## config.mk

```make
export PLATFORM = sky130hd
export DESIGN_NAME = memory_stage
export DESIGN_NICKNAME = d
export VERILOG_FILES = /design/src/rtl/memory_stage.sv
export SDC_FILE = /design/constraint.sdc
export NUM_CORES = 1
export LEC_CHECK = 0
export ABC_AREA = 1
export CORE_MARGIN = 2
export CORE_UTILIZATION = 30
export DETAILED_ROUTE_END_ITERATION = 16
export DONT_BUFFER_PORTS = 1
export GPL_ROUTABILITY_DRIVEN = 0
export GPL_TIMING_DRIVEN = 0
export SLEW_MARGIN = 20
export SYNTH_ARGS = -nofsm -noshare
export SYNTH_HDL_FRONTEND = slang
export SYNTH_SLANG_ARGS = --single-unit
```

## constraint.sdc

```tcl
create_clock -name CLK -period 2.1 [get_ports CLK]
set_input_delay 0.525 -clock CLK [delete_from_list [all_inputs] [get_ports CLK]]
set_output_delay 0.525 -clock CLK [all_outputs]
set_load 0.02 [all_outputs]
```

## src/rtl/memory_stage.sv

```systemverilog
// EX/MEM pipeline register with data-cache access control for the 5-stage MIPS pipeline.
// Holds one memory-stage instruction, issues its dcache access, stalls until dhit, and feeds MEM/WB and forwarding.
module memory_stage #(
  parameter int unsigned WAIT_LIMIT = 255
) (
  input  logic        CLK,
  input  logic        RST,
  input  logic        ihit,
  input  logic        ex_flush,
  input  logic [31:0] nPC_in,
  input  logic        dREN_in,
  input  logic        dWEN_in,
  input  logic        regWr_in,
  input  logic [2:0]  regSel_in,
  input  logic [4:0]  regDst_in,
  input  logic [31:0] ALUOut_in,
  input  logic [31:0] rtdat_in,
  input  logic        halt_in,
  input  logic        dhit,
  input  logic [31:0] dmemload,
  output logic        dmemREN,
  output logic        dmemWEN,
  output logic [31:0] dmemaddr,
  output logic [31:0] dmemstore,
  output logic        mem_stall,
  output logic        fwd_regWr,
  output logic [4:0]  fwd_regDst,
  output logic [31:0] fwd_data,
  output logic        wb_regWr,
  output logic [2:0]  wb_regSel,
  output logic [4:0]  wb_regDst,
  output logic [31:0] wb_ALUOut,
  output logic [31:0] wb_dmemload,
  output logic [31:0] wb_nPC,
  output logic        wb_halt,
  output logic        timeout_err,
  output logic [1:0]  dbg_state
);

  typedef enum logic [1:0] {
    IDLE = 2'd0,
    REQ  = 2'd1,
    DONE = 2'd2,
    HALT = 2'd3
  } state_t;

  typedef struct packed {
    logic [31:0] npc;
    logic        dren;
    logic        dwen;
    logic        regwr;
    logic [2:0]  regsel;
    logic [4:0]  regdst;
    logic [31:0] aluout;
    logic [31:0] rtdat;
    logic        halt;
  } minstr_t;

  localparam logic [7:0] LIMIT = 8'(WAIT_LIMIT);

  state_t      state_q, state_d;
  minstr_t     m_q, ex_m;
  logic [31:0] loadbuf_q;
  logic [31:0] load_data;
  logic [7:0]  waitcnt_q;
  logic        timeout_q;
  logic        advance;
  logic        req_hit;
  logic        ex_is_mem;

  always_comb begin
    ex_m = '0;
    if (!ex_flush) begin
      ex_m.npc    = nPC_in;
      ex_m.dren   = dREN_in;
      ex_m.dwen   = dWEN_in;
      ex_m.regwr  = regWr_in;
      ex_m.regsel = regSel_in;
      ex_m.regdst = regDst_in;
      ex_m.aluout = ALUOut_in;
      ex_m.rtdat  = rtdat_in;
      ex_m.halt   = halt_in;
    end
  end

  // Dcache handshake: the request (dmemREN/dmemWEN) is the valid and dhit is the ready.
  // The request is held while in REQ, the transfer completes on the first cycle both are
  // high, and the request is dropped on the following cycle so it is never reissued.
  assign req_hit   = (state_q == REQ) & dhit;
  assign mem_stall = (state_q == REQ) & ~dhit;
  assign advance   = ihit & ~mem_stall & (state_q != HALT);
  assign ex_is_mem = ex_m.dren | ex_m.dwen;
  assign load_data = req_hit ? dmemload : loadbuf_q;

  always_ff @(posedge CLK) begin
    if (RST) state_q <= IDLE;
    else     state_q <= state_d;
  end

  always_comb begin
    state_d = state_q;
    if (state_q == HALT) begin
      state_d = HALT;
    end else if (advance) begin
      if (m_q.halt)       state_d = HALT;
      else if (ex_is_mem) state_d = REQ;
      else                state_d = IDLE;
    end else if (req_hit) begin
      state_d = DONE;
    end
  end

  assign dmemREN    = (state_q == REQ) & m_q.dren;
  assign dmemWEN    = (state_q == REQ) & m_q.dwen;
  assign dmemaddr   = m_q.aluout;
  assign dmemstore  = m_q.rtdat;
  assign fwd_regWr  = m_q.regwr;
  assign fwd_regDst = m_q.regdst;
  assign dbg_state  = state_q;
  assign timeout_err = timeout_q;

  always_comb begin
    case (m_q.regsel)
      3'd1:    fwd_data = load_data;
      3'd2:    fwd_data = m_q.npc;
      default: fwd_data = m_q.aluout;
    endcase
  end

  always_ff @(posedge CLK) begin
    if (RST) begin
      m_q         <= '0;
      loadbuf_q   <= '0;
      waitcnt_q   <= '0;
      timeout_q   <= 1'b0;
      wb_regWr    <= 1'b0;
      wb_regSel   <= '0;
      wb_regDst   <= '0;
      wb_ALUOut   <= '0;
      wb_dmemload <= '0;
      wb_nPC      <= '0;
      wb_halt     <= 1'b0;
    end else begin
      if (advance) begin
        m_q         <= ex_m;
        wb_regWr    <= m_q.regwr;
        wb_regSel   <= m_q.regsel;
        wb_regDst   <= m_q.regdst;
        wb_ALUOut   <= m_q.aluout;
        wb_dmemload <= load_data;
        wb_nPC      <= m_q.npc;
        wb_halt     <= m_q.halt;
      end
      if (req_hit) loadbuf_q <= dmemload;
      // The access keeps waiting after a timeout; the flag only reports it.
      if (advance && (state_d == REQ)) begin
        waitcnt_q <= '0;
      end else if (mem_stall && (waitcnt_q < LIMIT)) begin
        waitcnt_q <= waitcnt_q + 8'd1;
      end
      if (mem_stall && (waitcnt_q >= LIMIT - 8'd1)) timeout_q <= 1'b1;
    end
  end

endmodule
```

After elaboration in Yosys (flattened, before gate mapping). Index checks and enable logic that the tools add are counted.

Register bits after elaboration: 257. Output and inout port bits: 214. Word-level logic and storage cells: 50.

Mux-type cells: 8. Add/sub/neg operators: 1. Equal/unequal tests: 6. Bitwise gates (word level): 9. Reduce and logical (&&, ||, !) cells: 4. Order comparisons: 2.

Operators with widths (count): $mux W108 (1); $pmux W32 S2 (1); $mux W32 (1); $add A8 B1 Y8 const B (1); $ge A8 B8 Y1 const B (1); $lt A8 B8 Y1 const B (1); $mux W2 (4); $and A1 B1 Y1 (6); $eq A2 B1 Y1 const B (2); $eq A3 B1 Y1 const B (1); $eq A3 B2 Y1 const B (1); $logic_and A1 B1 Y1 (3); $eq A2 B2 Y1 const B (1); $ne A2 B2 Y1 const B (1); $not A1 Y1 (2); $reduce_or A2 Y1 (1); $mux W1 (1); $or A1 B1 Y1 (1).

Longest topological paths before layout. Gate-level depths: netlist of the first run.

Word-level depth: 10. Depth in mapped cells: 10. Mapped depth without buffers: 10.

Worst setup path before layout of the first run. No wires, ideal clock.

Path kind: register to output. Start point: reg state_q[1], in the netlist dbg_state[1]. End point: out fwd_data[10]. Stages on the path, launching flop included: 7. Data required time: 1.575 ns. Data arrival time: 1.514 ns. Slack: 0.061 ns. Buffers on the path: 2. Cell sequence: dfxtp_1 inv_1 nand3_1 buf_2 buf_2 o21ai_1 o211ai_1.

Word-level cells in the longest chain between the ends: 4.

RTL lines: start, declared (RTL line 61) `state_t state_q, state_d;`; start signal, assigned (RTL line 97) `else state_q <= state_d;`; $eq A2 B1 Y1 (RTL line 89) `assign req_hit = (state_q == REQ) & dhit;`; $and A1 B1 Y1 (RTL line 89); $mux W32; $pmux W32 S2 (RTL line 123) `case (m_q.regsel)`; end, declared (RTL line 28) `output logic [31:0] fwd_data,`.

Every way passes these cells.

Worst setup path in the final report of the first run.
Start point: reg state_q[1], in the netlist dbg_state[1]. End point: out fwd_data[14].

Same word-level chain as after synthesis.

==> metrics.csv, run 1 <==
metric;value;unit
status;finished with violations;
failing checks;negative setup slack;
Synth cell types;24;
Compound-Gate Fraction of Synth Area;13.17;%
crit path launch type;register;
worst reg2reg path startpoint;dbg_state[1];
clock sinks;257;
critical path endpoint category;primary output;
kind of critical path;register to primary output;
setup slack after layout;-0.6131;ns
final number of max-transition violations;0;
largest net degree at the start of global routing;15;
I/O Buffers;0;
CP Max Fanout;10;
Primary FF master, synth;dfxtp_1;
Hold Path Stages;2;
post-synthesis mux area share;0;%
area fraction of the dominant cell type after synthesis;48.96;%
min-delay src;ihit;
overall routing resource usage;22.08;%
Worst Hold Endpoint;dbg_state[0];
routed vias/inst;4.995;
worst-margin pin slew;0.9312;ns
unrepaired setup endpoints after global routing;yes;
Leakage;0.005038;uW
fill count;3658;
fraction of layout cells with a size suffix above 1;16.51;%
crit-path cells;inv_4 > nand3_4 > buf_8 > buf_8 > o21ai_2 > o211ai_1;
vias in the first global route;9165;
drt drc;0;
f_max;368.6;MHz
M2 GR Usage;38.53;%
post-synth top area cell;dfxtp_1;
sequential area share after synthesis;48.96;%
global-route wire length before repair;59380;um
Slew Limit Headroom;37.92;%
detailed placer's ending HPWL;31850;um
CP peak stage delay;0.62;ns
Post-Syn Area per Cell;7.501;um^2
clock root cell;clkbuf_16;
largest family of logic cells by synthesized area;simple AND/OR/NAND/NOR gates;
EDFF count, synth;0;
Routed WL;41810;um
Synth Area in Adders;0.2381;%
DIE AREA;36540;um^2
simple-gate share of the synthesized area;25.86;%
number of I/O pins;359;
CP arrival;2.19;ns
most common cell in the netlist;nand2_1;
CTS buffer count;30;
Hold Path Class;primary input to register;
Die W;191.2;um
register area;5157;um^2
final period utilization;129.2;%
Synth area leaders;dfxtp_1 49%, nand2_1 10%, nor2_1 7.9%, buf_4 5.9%, a21oi_1 5.4%;
worst slack, placed;-0.7438;ns
Pre-antenna DRT Iters;5;
initial DRC count;528;
drt wl/cell;21.75;um
Tot Pwr;12310;uW
power density over the cells;976.0;nW/um^2
GR Util met3;7.160;%
Synth async-reset ratio;0;%
Final nets;1590;
max-cap viol count;0;
most used cell, CP;buf_8;
row cnt;68;
Worst IR Drop VDD;0.5972;mV
XOR/XNOR Fraction of Synth Area;0.1667;%
TritonCTS clock tree;yes;
Core Region;34540;um^2
synth warn;0;
total gr overflow;0;
Worst R2R End;m_q[95];
Most Crowded Layer GR;met2;
synthesized cell area;10510;um^2
P&R area growth vs syn;20.04;%
#FFs+latches synth;257;
Synth Net Count;1548;
Initial Util;30.42;%
reg2reg path depth;7;
Synth top cells by count;282 x nand2_1, 257 x dfxtp_1, 220 x nor2_1;
min Tclk post-route;2.713;ns
die height;191.2;um
Setup Viol. Count Final;32;
Via Count;9600;
Skew-Pair Late Insertion Delay;0.56;ns
Fin. Hold Viols;0;
Critical Path Slowest Stage Cell;o211ai_1;
Multi-input gate area;4397;um^2
M1 GR Usage;25.04;%
cells after synthesis;1401;
reg2reg setup slack;0.22;ns
critical path required time;1.57;ns
initial antenna violation count;1;
clock-pin slew on the worst setup and hold paths;0.06;ns
Worst Skew;0.01033;ns
CP startpoint;dbg_state[1];
clk buf depth;3;
Post-DRT Antenna Nets;0;
Max H-tree Level;1;
## worst max-delay path: cells and delay by family (launching register included)
kind | cells | cell delay [ns]
AOI/OAI and AO/OA | 2 | 0.72
and+or+nand+nor | 1 | 0.08
DFF | 1 | 0.40
buffers and inverters | 3 | 0.42
## logic make-up after synthesis
family / count (synthesis)
AO/OA/AOI/OAI: 259
XOR/XNOR: 2
adder cells (fa/ha/maj): 2
buffers and inverters: 230
flip-flops: 257
AND/OR/NAND/NOR: 651
## metrics by stage
step / hold WS, ns / util, % / area (um^2) / std cells / TNS, ns
floorplan: 0.4302 / - / 10510 / 1401 / 0
global placement: 0.4468 / 32.07 / 11080 / 1856 / -33.71
detailed placement: 0.4519 / 32.07 / 11080 / 1856 / -33.94
CTS: 0.06532 / 36.18 / 12500 / 1918 / -17.86
global route: 0.09221 / 36.51 / 12610 / 1921 / -19.25
finish: 0.1117 / 36.52 / 12610 / 1922 / -16.53
## layout by cell type, fill, tap and decap left out, types with 3 or more instances in the layout
cell type and count:
o211ai_1 32, o21ai_2 20, clkinv_2 6, buf_2 27, nand2_1 268, buf_8 4, bufinv_16 3, nor3b_1 32
nand3_1 111, o21ai_0 79, dfxtp_1 253, buf_4 91, inv_1 56, buf_6 3, clkbuf_8 7, a21oi_1 114
clkbuf_1 47, inv_2 3, nand2_2 14, clkbuf_4 3, clkbuf_16 33, dfxtp_4 3, o21ai_4 11, nor2_1 220
## repair_timing
action	CTS	global route
gates cloned	1	1
pin swaps	22	23
buffers inserted	6	4
endpoints found under the setup margin	125	38
hold buffers	0	0
gates resized for setup	94	21
## power by group
group	total [uW]	switching (uW)	leakage, uW	internal, uW
combinational	1370	923	0.00242	447
sequential	5530	391	0.00211	5140
clock	5410	2130	0.000513	3290
total	12300	3440	0.00504	8870
## metal layers
metal / wire, um / vias to the layer above
met1: 15970 / 4501
met2: 19920 / 451
li1: - / 4574
met3: 4360 / 74
met4: 1548 / 0
met5: 0 / -
## cell type report
class                           instances  share of cell area, %
Sequential cell                       257                  40.88
Clock inverter                         13                  1.309
Timing Repair Buffer                   11                 0.7935
Inverter                               61                  1.845
Clock buffer                           42                  6.953
Buffer                                168                  8.828
Multi-Input combinational cell        914                  34.85
Antenna cell                            1                0.01984
Tap cell                              455                  4.513
## worst max-delay path by stage
| stage | endpoint | slack, ns | depth (start not counted) |
|---|---|---|---|
| global placement | fwd_data[14] | -0.73 | 6 |
| CTS | fwd_data[1] | -0.63 | 7 |
| finish | fwd_data[14] | -0.61 | 6 |
| floorplan | fwd_data[10] | 0.06 | 6 |
| detailed placement | fwd_data[14] | -0.74 | 6 |
| global route | fwd_data[1] | -0.67 | 7 |
## sequential cells by signal, indices dropped and copies added, names as in the netlist, 8 cells and up
register / count
wb_ALUOut: 32
wb_nPC: 32
dmemaddr: 32
loadbuf_q: 32
wb_dmemload: 32
waitcnt_q: 8
dmemstore: 32
m_q: 38
Power figures use the tool's default switching activity.
==> run 2, diff against run 1 <==
--- a/config.mk
+++ b/config.mk
@@ -6,12 +6,12 @@
 export NUM_CORES = 1
 export LEC_CHECK = 0
 export ABC_AREA = 1
-export CORE_MARGIN = 2
 export CORE_UTILIZATION = 30
 export DETAILED_ROUTE_END_ITERATION = 16
 export DONT_BUFFER_PORTS = 1
 export GPL_ROUTABILITY_DRIVEN = 0
 export GPL_TIMING_DRIVEN = 0
+export PLACE_DENSITY = 0.53
 export SLEW_MARGIN = 20
 export SYNTH_ARGS = -nofsm -noshare
 export SYNTH_HDL_FRONTEND = slang
==> metrics.csv, run 2 (same netlist as run 1, synthesis figures left out) <==
metric;value;unit;change
Worst Skew;0.04083;ns;+0.03050 ns
Setup Viol. Count Final;32;;unchanged
min Tclk post-route;2.727;ns;+0.01373 ns
reg2reg setup slack;0.20;ns;-0.02 ns
clk buf depth;3;;unchanged
failing checks;negative setup slack;;
Slew Limit Headroom;31.47;%;-6.5 points
Skew-Pair Late Insertion Delay;0.58;ns;+0.02 ns
CP Capture Point;fwd_data[0];;
final number of max-transition violations;0;;unchanged
global-route wire length before repair;60830;um;+2.4%
CP startpoint;dbg_state[1];;
Leakage;0.005075;uW;+0.75%
fraction of layout cells with a size suffix above 1;16.50;%;about the same
Post-Place Cells;1856;;unchanged
worst-margin pin slew;1.028;ns;+0.09679 ns
unrepaired setup endpoints after global routing;yes;;
status;finished with violations;;
Die W;189.2;um;-1.0%
Pre-antenna DRT Iters;5;;unchanged
Final nets;1601;;+0.69%
Initial Util;30.42;%;unchanged
clock sinks;257;;unchanged
crit path launch type;register;;
fin cells;1928;;+0.31%
critical path required time;1.57;ns;about the same
critical path endpoint category;primary output;;
Core Region;34540;um^2;unchanged
worst reg2reg path startpoint;dbg_state[1];;
die height;189.2;um;-1.0%
row cnt;68;;unchanged
DIE AREA;35780;um^2;-2.1%
largest net degree at the start of global routing;16;;+1
final period utilization;129.8;%;+0.65 points
commonest non-fill, non-tap cells in the layout;269 x nand2_1, 252 x dfxtp_1, 218 x nor2_1, 114 x a21oi_1, 111 x nand3_1;;
CP Max Fanout;7;;-3
f_max;366.7;MHz;-0.50%
clock root cell;clkbuf_16;;
drt drc;0;;unchanged
CP arrival;2.20;ns;about the same
routed vias/inst;4.954;;-0.81%
Hold Path Class;primary input to register;;
cts hold-fix bufs;0;;unchanged
initial DRC count;587;;+11%
TritonCTS clock tree;yes;;
Routed WL;42480;um;+1.6%
P&R area growth vs syn;20.63;%;
post-route setup TNS;-16.92;ns;-0.3934 ns
Worst IR Drop VDD;0.5965;mV;-0.12%
commonest non-fill, non-tap cell in the layout;nand2_1;;
detailed placer's ending HPWL;31700;um;-0.46%
Tot Pwr;12290;uW;-0.18%
overall routing resource usage;23.06;%;+0.99 points
Fin. Hold Viols;0;;unchanged
initial antenna violation count;0;;-1
Min Hold Slack;0.08814;ns;-0.02361 ns
clock-pin slew on the worst setup and hold paths;0.06;ns;about the same
max reg flops;38;;unchanged
Max H-tree Level;1;;unchanged
Post-DRT Antenna Nets;0;;unchanged
Via Count;9552;;-0.50%
reg2reg path depth;6;;-1
total gr overflow;0;;unchanged
max-cap viol count;0;;unchanged
vias in the first global route;9103;;-0.68%
number of I/O pins;359;;unchanged
CTS buffer count;30;;unchanged
I/O Buffers;0;;unchanged
number of antenna diodes;0;;-1
largest register by flop count;m_q;;
power density over the cells;969.4;nW/um^2;-0.67%
Final Core Density;36.70;%;+0.18 points
Worst R2R End;wb_nPC[15];;
kind of critical path;register to primary output;;
setup slack after layout;-0.6268;ns;-0.01373 ns
drt wl/cell;22.03;um;+1.3%
[run 2: changes by cell type in the layout (fill, tap and decap cells not counted), moves of 3 or more]
cell,change
buf_4,+5
buf_6,+4
clkbuf_1,+4
clkbuf_16,-3
nand2_2,-5
nand2_4,+4
o21ai_1,+5
o21ai_2,-3
[run 2: worst min-delay path by stage]
stage,cells past startpoint,from,endpoint
global placement,2,m_q[74],m_q[74]
detailed placement,2,m_q[75],m_q[75]
global route,2,nPC_in[13],m_q[89]
finish,2,regSel_in[0],m_q[70]
floorplan,2,m_q[74],m_q[74]
CTS,2,regSel_in[1],m_q[71]
[run 2: through the flow]
step                setup WS, ns  instance area, um^2
finish                   -0.6268                12680
global route             -0.6634                12680
CTS                      -0.6319                12520
detailed placement       -0.6211                11080
global placement         -0.6153                11080
floorplan                0.06098                10510
[run 2: routing by layer]
metal / up-vias / part of all wire [%] / routed length (um) / track usage [%]
met3: 56 / 9.6 / 4079 / 7.878
met4: 0 / 2.2 / 920 / 5.304
met1: 4519 / 41 / 17210 / 27.50
met5: - / 0 / 0 / 0
li1: 4592 / - / - / -
met2: 385 / 48 / 20270 / 39.66
[run 2: final cells by class]
class / instances / area (um^2)
Fill cell: 3700 / 21870
Sequential cell: 257 / 5159
Multi-Input combinational cell: 914 / 4397
Buffer: 169 / 1107
Clock buffer: 43 / 849.6
Tap cell: 455 / 569.3
Inverter: 61 / 235.2
Timing Repair Buffer: 21 / 209.0
Clock inverter: 8 / 151.4
[run 2: critical path, cell delays in order, from the launching register on]
cell and delay, ns:
dfxtp_4 0.38, inv_4 0.07, nand3_4 0.09, buf_12 0.17, buf_8 0.14, nand2_4 0.06
o21ai_4 0.08, o211ai_1 0.67
[run 2: repair_timing]
item,in CTS,in global routing
setup endpoints to repair,40,36
gates cloned,4,1
pin swaps,23,28
setup buffers,10,7
gates resized for setup,88,36
[run 2: power by group]
group / switching, uW / internal [uW] / total (uW)
Clock: 2090 / 3270 / 5360
Combinational: 932 / 466 / 1400
Sequential: 394 / 5140 / 5540
==> run 3, diff against run 2 <==
--- a/config.mk
+++ b/config.mk
@@ -6,12 +6,12 @@
 export NUM_CORES = 1
 export LEC_CHECK = 0
 export ABC_AREA = 1
-export CORE_UTILIZATION = 30
+export CORE_UTILIZATION = 50
 export DETAILED_ROUTE_END_ITERATION = 16
 export DONT_BUFFER_PORTS = 1
 export GPL_ROUTABILITY_DRIVEN = 0
 export GPL_TIMING_DRIVEN = 0
-export PLACE_DENSITY = 0.53
+export PLACE_DENSITY = 0.74
 export SLEW_MARGIN = 20
 export SYNTH_ARGS = -nofsm -noshare
 export SYNTH_HDL_FRONTEND = slang
==> metrics.csv, run 3 (same netlist as run 1, synthesis figures left out) <==
metric;value;unit;change
Sw Ratio;28.12;%;+0.35 points
CP arrival;2.11;ns;-0.09 ns
Max H-tree Level;1;;unchanged
worst path bufs/invs;3;;unchanged
power density over the cells;949.4;nW/um^2;-2.1%
drt drc;0;;unchanged
Fin. Hold Viols;0;;unchanged
Setup Viol. Count Final;32;;unchanged
Worst Skew;0.02341;ns;-0.01742 ns
Clock Power Share;40.9;%;-2.7 points
Skew-Pair Late Insertion Delay;0.55;ns;-0.03 ns
Worst IR Drop VDD;0.6801;mV;+14%
vias in the first global route;9165;;+0.68%
clock root cell;clkbuf_16;;
unrepaired setup endpoints after global routing;yes;;
kind of critical path;register to primary output;;
CP startpoint;dbg_state[1];;
Pre-antenna DRT Iters;5;;unchanged
cts hold-fix bufs;0;;unchanged
largest register by flop count;m_q;;
Via Count;9733;;+1.9%
post-route setup TNS;-14.48;ns;+2.437 ns
Die W;147.0;um;-22%
Logic pwr share;11.5;%;about the same
initial DRC count;731;;+25%
worst-margin pin slew;0.9013;ns;-0.1266 ns
Tot Pwr;11640;uW;-5.3%
crit path launch type;register;;
detailed placer's ending HPWL;26770;um;-16%
setup slack after layout;-0.5356;ns;+0.09125 ns
Final nets;1596;;-0.31%
P&R area growth vs syn;16.64;%;
Core Region;20430;um^2;-41%
TritonCTS clock tree;yes;;
total gr overflow;0;;unchanged
Leakage;0.004994;uW;-1.6%
max reg flops;38;;unchanged
failing checks;negative setup slack;;
Slew Limit Headroom;39.91;%;+8.4 points
clock-pin slew on the worst setup and hold paths;0.06;ns;about the same
Sequential Power Share;47.5;%;+2.5 points
reg2reg path depth;6;;unchanged
final number of max-transition violations;0;;unchanged
fraction of layout cells with a size suffix above 1;16.54;%;+0.045 points
number of I/O pins;359;;unchanged
I/O Buffers;0;;unchanged
worst reg2reg path startpoint;dbg_state[0];;
drt wl/cell;21.09;um;-4.3%
row cnt;52;;-24%
Post-DRT Antenna Nets;0;;unchanged
max-cap viol count;0;;unchanged
Hold Path Stages;2;;unchanged
routed vias/inst;5.597;;+13%
overall routing resource usage;32.46;%;+9.4 points
Min Hold Slack;0.1293;ns;+0.04121 ns
reg2reg setup slack;0.29;ns;+0.09 ns
final period utilization;125.5;%;-4.3 points
Initial Util;51.44;%;+21 points
CP peak stage delay;0.63;ns;-0.04 ns
Worst Hold Endpoint;m_q[71];;
P_sw;3272;uW;-4.1%
crit-path cells;inv_4 > nand3_4 > buf_6 > buf_8 > nand2_4 > o21ai_4 > o211ai_1;;
critical path required time;1.57;ns;about the same
Critical Path Slowest Stage Cell;o211ai_1;;
largest net degree at the start of global routing;15;;-1
status;finished with violations;;
die height;147.0;um;-22%
critical path endpoint category;primary output;;
commonest non-fill, non-tap cell in the layout;nand2_1;;
Routed WL;36670;um;-14%
f_max;379.4;MHz;+3.5%
DIE AREA;21600;um^2;-40%
P_int;8365;uW;-5.8%
initial antenna violation count;1;;+1
clock sinks;257;;unchanged
CTS buffer count;28;;-6.7%
Hold Path Class;primary input to register;;
global-route wire length before repair;53560;um;-12%
Worst R2R End;wb_regDst[0];;
commonest non-fill, non-tap cells in the layout;267 x nand2_1, 252 x dfxtp_1, 220 x nor2_1, 114 x a21oi_1, 111 x nand3_1;;
number of antenna diodes;0;;unchanged
min Tclk post-route;2.636;ns;-0.09125 ns
CP Max Fanout;8;;+1
min-delay src;regSel_in[1];;
CP delay by family, top;compound AO/OA/AOI/OAI gates;;
clk buf depth;3;;unchanged
## run 3: worst register-to-register path, delay by kind of cell (launching register included)
family / cells / cell delay [ns]
AO/OA/AOI/OAI: 2 / 0.21
buffers and inverters: 2 / 0.78
flip-flops: 1 / 0.41
AND/OR/NAND/NOR: 2 / 0.34
## run 3: power groups by stage
stage	clock, uW	combinational [uW]	sequential (uW)
global route	4990	1470	5550
finish	4760	1340	5530
floorplan	0	912	5550
detailed placement	0	1210	5640
CTS	4790	1270	5530
global placement	0	1180	5630
## run 3: worst max path at each step
stage	to	cells after the start	slack [ns]
6_report	fwd_data[0]	7	-0.54
5_1_grt	fwd_data[4]	7	-0.57
4_1_cts	fwd_data[0]	7	-0.55
3_5_place_dp	fwd_data[0]	5	-0.53
3_3_place_gp	fwd_data[0]	5	-0.51
2_1_floorplan	fwd_data[10]	6	0.06
## run 3: layout make-up
| type | count | area, um^2 |
|---|---|---|
| Inverter | 61 | 237.7 |
| Clock inverter | 6 | 48.80 |
| Fill cell | 1848 | 8172 |
| Clock buffer | 44 | 850.8 |
| Timing Repair Buffer | 18 | 170.2 |
| Buffer | 169 | 1084 |
| Multi-Input combinational cell | 914 | 4370 |
| Sequential cell | 257 | 5159 |
| Tap cell | 270 | 337.8 |
## run 3: per-stage QoR
step | instances | util [%] | area [um^2] | setup WS (ns)
floorplan | 1401 | - | 10510 | 0.06098
global placement | 1671 | 53.09 | 10850 | -0.5079
finish | 1739 | 60.00 | 12260 | -0.5356
detailed placement | 1671 | 53.09 | 10850 | -0.5335
global route | 1739 | 60.00 | 12260 | -0.5748
CTS | 1730 | 58.90 | 12030 | -0.5539
## run 3: metal layers
layer,track usage (%),up-vias,wire length [um]
li1,-,4572,-
met1,38.08,4547,13860
met2,56.97,522,17840
met3,7.050,92,3429
met4,13.97,0,1545
met5,0,-,0
## run 3: timing repair
item | CTS | global route
resized for setup | 70 | 41
endpoints found under the setup margin | 32 | 32
hold endpoints to repair | 0 | 0
pin swaps | 22 | 29
buffers inserted | 8 | 7
gates cloned | 1 | 2
